### src/rtl/keypad_pkg.sv
// Shared types and helpers for the 4x4 matrix keypad scanner.
package keypad_pkg;

   typedef enum logic [1:0] {
      SCAN,
      PRESS_DB,
      HELD,
      RELEASE_DB
   } state_t;

   // Key legend indexed [row][col]; the code is the hex value of the legend.
   localparam logic [3:0] KEYMAP [4][4] = '{
      '{4'h1, 4'h2, 4'h3, 4'hA},
      '{4'h4, 4'h5, 4'h6, 4'hB},
      '{4'h7, 4'h8, 4'h9, 4'hC},
      '{4'hE, 4'h0, 4'hF, 4'hD}
   };

   localparam logic [3:0] COLS_RESET = 4'b1110;

   // Advance the active-low column drive: 1110 -> 1101 -> 1011 -> 0111 -> 1110.
   function automatic logic [3:0] rotate_cols(input logic [3:0] cols);
      return {cols[2:0], cols[3]};
   endfunction

   // Index of the single low bit in a one-hot-low column drive.
   function automatic logic [1:0] col_index(input logic [3:0] cols);
      logic [1:0] idx;
      unique case (cols)
         4'b1101: idx = 2'd1;
         4'b1011: idx = 2'd2;
         4'b0111: idx = 2'd3;
         default: idx = 2'd0;
      endcase
      return idx;
   endfunction

   // Lowest-index row that reads low; 0 when none is low.
   function automatic logic [1:0] lowest_low(input logic [3:0] rows);
      logic [1:0] idx;
      idx = 2'd0;
      for (int i = 3; i >= 0; i--) begin
         if (!rows[i]) idx = 2'(i);
      end
      return idx;
   endfunction

endpackage

### src/rtl/keypad_scanner_sync.sv
// Two-flop synchronizer for the asynchronous keypad rows; idles high (no key).
module sync_2ff (
   input  logic       clk,
   input  logic       reset,
   input  logic [3:0] d,
   output logic [3:0] q
);

   logic [3:0] meta_q;
   logic [3:0] sync_q;

   // Shift the raw rows through two flops to settle metastability.
   always_ff @(posedge clk) begin
      // NOTE: non-blocking assignments so both stages sample the pre-edge values.
      if (reset) begin
         meta_q <= 4'b1111;
         sync_q <= 4'b1111;
      end else begin
         meta_q <= d;
         sync_q <= meta_q;
      end
   end

   assign q = sync_q;

endmodule

### src/rtl/keypad_scanner.sv
// 4x4 keypad scanner: column scan, press/release debounce, key decode and
// a two-digit history that feeds the display mux.
module keypad_scanner
   import keypad_pkg::*;
#(
   parameter int SCAN_DIV        = 1000,
   parameter int DEBOUNCE_CYCLES = 50000
) (
   input  logic       clk,
   input  logic       reset,
   input  logic [3:0] rows,
   output logic [3:0] cols,
   output logic [3:0] key_code,
   output logic       key_valid,
   output logic [3:0] digit_new,
   output logic [3:0] digit_old
);

   localparam int DW  = (SCAN_DIV > 1) ? $clog2(SCAN_DIV) : 1;
   localparam int DBW = (DEBOUNCE_CYCLES > 1) ? $clog2(DEBOUNCE_CYCLES) : 1;
   localparam logic [DW-1:0]  DWELL_LAST = DW'(SCAN_DIV - 1);
   localparam logic [DBW-1:0] DB_LAST    = DBW'(DEBOUNCE_CYCLES - 1);

   logic [3:0] rows_s;

   state_t         state_q,     state_d;
   logic [3:0]     cols_q,      cols_d;
   logic [DW-1:0]  dwell_q,     dwell_d;
   logic [DBW-1:0] db_q,        db_d;
   logic [1:0]     col_idx_q,   col_idx_d;
   logic [1:0]     row_idx_q,   row_idx_d;
   logic [3:0]     key_code_q,  key_code_d;
   logic           key_valid_q, key_valid_d;
   logic [3:0]     digit_new_q, digit_new_d;
   logic [3:0]     digit_old_q, digit_old_d;

   sync_2ff u_sync (
      .clk   (clk),
      .reset (reset),
      .d     (rows),
      .q     (rows_s)
   );

   // Next-state logic for the scan/debounce FSM and everything it owns.
   always_comb begin
      // NOTE: every target gets a default first so no path can infer a latch.
      state_d     = state_q;
      cols_d      = cols_q;
      dwell_d     = dwell_q;
      db_d        = db_q;
      col_idx_d   = col_idx_q;
      row_idx_d   = row_idx_q;
      key_code_d  = key_code_q;
      key_valid_d = 1'b0;
      digit_new_d = digit_new_q;
      digit_old_d = digit_old_q;

      unique case (state_q)
         SCAN: begin
            if (dwell_q == DWELL_LAST) begin
               dwell_d = '0;
               if (rows_s != 4'b1111) begin
                  col_idx_d = col_index(cols_q);
                  row_idx_d = lowest_low(rows_s);
                  db_d      = '0;
                  state_d   = PRESS_DB;
               end else begin
                  cols_d = rotate_cols(cols_q);
               end
            end else begin
               dwell_d = dwell_q + 1'b1;
            end
         end

         PRESS_DB: begin
            if (!rows_s[row_idx_q]) begin
               if (db_q == DB_LAST) begin
                  key_valid_d = 1'b1;
                  key_code_d  = KEYMAP[row_idx_q][col_idx_q];
                  digit_old_d = digit_new_q;
                  digit_new_d = KEYMAP[row_idx_q][col_idx_q];
                  db_d        = '0;
                  state_d     = HELD;
               end else begin
                  db_d = db_q + 1'b1;
               end
            end else begin
               // Bounce: abandon this key and continue scanning from the next column.
               db_d    = '0;
               dwell_d = '0;
               cols_d  = rotate_cols(cols_q);
               state_d = SCAN;
            end
         end

         HELD: begin
            if (rows_s[row_idx_q]) begin
               db_d    = '0;
               state_d = RELEASE_DB;
            end
         end

         RELEASE_DB: begin
            if (rows_s[row_idx_q]) begin
               if (db_q == DB_LAST) begin
                  db_d    = '0;
                  dwell_d = '0;
                  cols_d  = rotate_cols(cols_q);
                  state_d = SCAN;
               end else begin
                  db_d = db_q + 1'b1;
               end
            end else begin
               db_d = '0;
            end
         end

         default: begin
            state_d = SCAN;
            cols_d  = COLS_RESET;
            dwell_d = '0;
            db_d    = '0;
         end
      endcase
   end

   // State register with synchronous reset; a reset mid-press simply discards it.
   always_ff @(posedge clk) begin
      if (reset) begin
         state_q     <= SCAN;
         cols_q      <= COLS_RESET;
         dwell_q     <= '0;
         db_q        <= '0;
         col_idx_q   <= '0;
         row_idx_q   <= '0;
         key_code_q  <= '0;
         key_valid_q <= 1'b0;
         digit_new_q <= '0;
         digit_old_q <= '0;
      end else begin
         state_q     <= state_d;
         cols_q      <= cols_d;
         dwell_q     <= dwell_d;
         db_q        <= db_d;
         col_idx_q   <= col_idx_d;
         row_idx_q   <= row_idx_d;
         key_code_q  <= key_code_d;
         key_valid_q <= key_valid_d;
         digit_new_q <= digit_new_d;
         digit_old_q <= digit_old_d;
      end
   end

   assign cols      = cols_q;
   assign key_code  = key_code_q;
   assign key_valid = key_valid_q;
   assign digit_new = digit_new_q;
   assign digit_old = digit_old_q;

endmodule

### config.mk
export PLATFORM = sky130hd
export DESIGN_NAME = keypad_scanner
export DESIGN_NICKNAME = d
export VERILOG_FILES = /design/src/rtl/keypad_pkg.sv /design/src/rtl/keypad_scanner_sync.sv /design/src/rtl/keypad_scanner.sv
export SDC_FILE = /design/constraint.sdc
export NUM_CORES = 1
export LEC_CHECK = 0
export BUFFER_PORTS_ARGS = -buffer_cell sky130_fd_sc_hd__buf_2
export CORE_MARGIN = 2
export CORE_UTILIZATION = 60
export CTS_BUF_LIST = sky130_fd_sc_hd__clkbuf_4 sky130_fd_sc_hd__clkbuf_8 sky130_fd_sc_hd__clkbuf_16
export DETAILED_ROUTE_END_ITERATION = 8
export PLACE_DENSITY_LB_ADDON = 0.15
export SLEW_MARGIN = 15
export SYNTH_ARGS = -nofsm -noshare
export SYNTH_HDL_FRONTEND = slang
export SYNTH_SLANG_ARGS = --single-unit
export TNS_END_PERCENT = 100
### constraint.sdc
create_clock -name clk -period 4.9 [get_ports clk]
set_input_delay 0.49 -clock clk [delete_from_list [all_inputs] [get_ports clk]]
set_output_delay 0.49 -clock clk [all_outputs]
set_load 0.1 [all_outputs]
==> metrics.txt <==
diode count 0; drt total wl 5.00 mm; Place WS 2.35 ns; CTS tree done; critical path's slowest cell or4_1; Filler cells 340; mux contribution to synthesized area 6.74%; DP Cell Count 353; core area 4060 µm²; post-route ant nets 0; Final min period 2.56 ns; area of the die 4810 µm²; endpoints failing hold 0; WL/cell 13.8 µm; final instance area 2760 µm²; Critical Path AT 2.72 ns; input/output buffers 22; Synth async-reset ratio 0%; DR vias/cell 5.97; RSZ-0062 raised after global routing false; clk buf depth 2; Initial Util 63.2%; final-stage net count 318; largest net degree at the start of global routing 45; CTS root buffer clkbuf_8; placer's final routability congestion estimate 0.950; initial drt markers 123; number of synthesized flops with an enable pin 0; largest family of logic cells by synthesized area simple AND/OR/NAND/NOR gates; Max VDD drop 171 µV; DP HPWL 3.54 mm; metal3 WL 218 µm; post-CTS setup buffer count 0; multi-input logic area 1390 µm²; initial antenna violation count 0; PwrDens 276 nW/µm²; DR vias 2,154; Synth Area in Simple Gates 28.5%; Setup-failing EPs final 0; layout cells sized above 1 15.1%; met2 routed WL 2.39 mm; final core utilization 67.9%; Synth Flop Type dfxtp_1; total CTS buffers 5; Syn Nets 308; final worst-path cycle share 52.2%; CP Data Required Time 5.06 ns; first-pass GRT wire length 9.01 mm; max_slew headroom 51.0%; DRC viols 0; IO Pins 23; grt total ovfl 0; yosys warns 0; cell count after synthesis 300; most frequent cells in the layout dfxtp_1, nor2_1, nand2_1, buf_2; crit-path max FO 8; metal1 wirelength 2.36 mm; Clk Latency, worst-skew pair 0.30 ns; Pins Over Slew Limit 0; drt first pass iters 4; post-synthesis compound-gate area fraction 14.2%; Synth Register Bits 53; row cnt 23; Reg area 1060 µm²; final worst slack 2.34 ns; Max Cap Violations 0; leading cell type in the layout, fill and taps excluded dfxtp_1; run status finished, final reports clean; Max stage delay on crit path 0.67 ns; CTS Sinks 53; area delta synth->final 7.52%; fin cells 361; post-synthesis average cell area 8.54 µm²; Worst setup SP type flip-flop; clk_skew 0.00683 ns; Synth cell types 52; crit end category flip-flop; Post-Synth XOR/XNOR Area 3.76%; Worst Tran Pin Value 0.730 ns; GRT Overall Usage 22.2%; hold_buf cts 0; Die Height 69.4 µm; CTS clk-pin slew, worst paths 0.10 ns; Post-CTS Resized 0; fraction of the mapped netlist area in adder cells 0.977%; Die Wd 69.4 µm; Lkg Pwr 0.919 nW; crit-path cells or4b_1 -> or4_1 -> nor3_4 -> mux2i_1 -> nor2_1; sequential fraction of the synthesis area 41.4%; top layer in use met4; fmax 391 MHz; vias in the first global route 1,992; HP Class primary input to flip-flop; Final TNS setup 0 ns; WS Path Type flip-flop to flip-flop; H-Tree Depth 2; Placed Area 2640 µm²; Mapped Area 2560 µm²
-- sequential cells by signal, summed over array words and instances (netlist names), named ones only --
signal and cells:
db_q 16, row_idx_q 2, col_idx_q 2, state_q 1, dwell_q 10, key_valid 1, u_sync.meta_q 4, digit_old 4
digit_new 4, cols 4, u_sync.q 4
-- cells by family after synthesis --
kind of cell,count (synthesis)
AND/OR/NAND/NOR,138
AO/OA/AOI/OAI,56
flip-flops,53
buffers and inverters,24
multiplexers,16
XOR/XNOR,11
adder cells (fa/ha/maj),2
-- report_power, final --
part           total (W)  leakage (nW)  switching [W]  internal (W)
logic          0.0000228         0.431      0.0000137    0.00000906
clock network   0.000297        0.0588       0.000138      0.000159
registers       0.000439         0.429     0.00000350      0.000436
total           0.000759         0.919       0.000156      0.000604
-- path summary, 6_finish.rpt --
check,start,end,slack [ns],depth (start not counted)
worst min register to register,u_sync.meta_q[2],u_sync.q[2],0.42,1
worst max-delay path,db_q[6],digit_new[2],2.34,5
worst max register to register,db_q[6],digit_new[2],2.34,5
worst min-delay path,rows[2],u_sync.meta_q[2],0.37,2
-- worst max-delay path: cells and delay by family, from the launching register on --
family | cells | cell delay [ns]
muxes | 1 | 0.27
and+or+nand+nor | 4 | 1.72
DFF | 1 | 0.43
-- Yosys cell counts, types with 3 or more instances --
cell type,number,area share [%]
nand2_1,30,4.4
clkbuf_1,12,1.8
a31oi_1,6,1.5
or3_1,6,1.5
and3_1,4,0.98
o21ai_0,8,1.6
a311oi_1,3,1.0
xnor2_1,11,3.8
dfxtp_1,53,41
nand3_1,16,3.1
a21oi_1,16,3.1
nor2_1,32,4.7
buf_4,4,1.2
nand4_1,3,0.73
nor3_1,8,1.6
inv_1,4,0.59
mux2i_1,15,5.9
a211oi_1,8,2.3
or4_1,5,1.5
nor2b_1,4,0.98
nor4_1,4,0.98
or2_2,11,2.7
-- cell type report --
class / instances / share of cell area, %
multi-input combinational: 223 / 50.4
sequential: 53 / 38.5
timing repair buffer: 22 / 4.00
clock buffer: 6 / 2.77
tap: 50 / 2.27
clock inverter: 2 / 1.41
inverter: 5 / 0.681
-- through the flow --
step | hold slack, ns | power, W
detailed placement | 0.396 | 0.000472
floorplan | 0.389 | 0.000466
finish | 0.369 | 0.000759
global route | 0.355 | 0.000785
CTS | 0.366 | 0.000765
global placement | 0.391 | 0.000471
-- layer usage --
| layer | global-route usage, % | vias up |
|---|---|---|
| met4 | 6.10 | 0 |
| met1 | 30.5 | 1007 |
| met5 | 0 | - |
| met2 | 36.5 | 42 |
| li1 | - | 1100 |
| met3 | 3.49 | 5 |
Note: power is estimated with default switching activity, not from simulation.
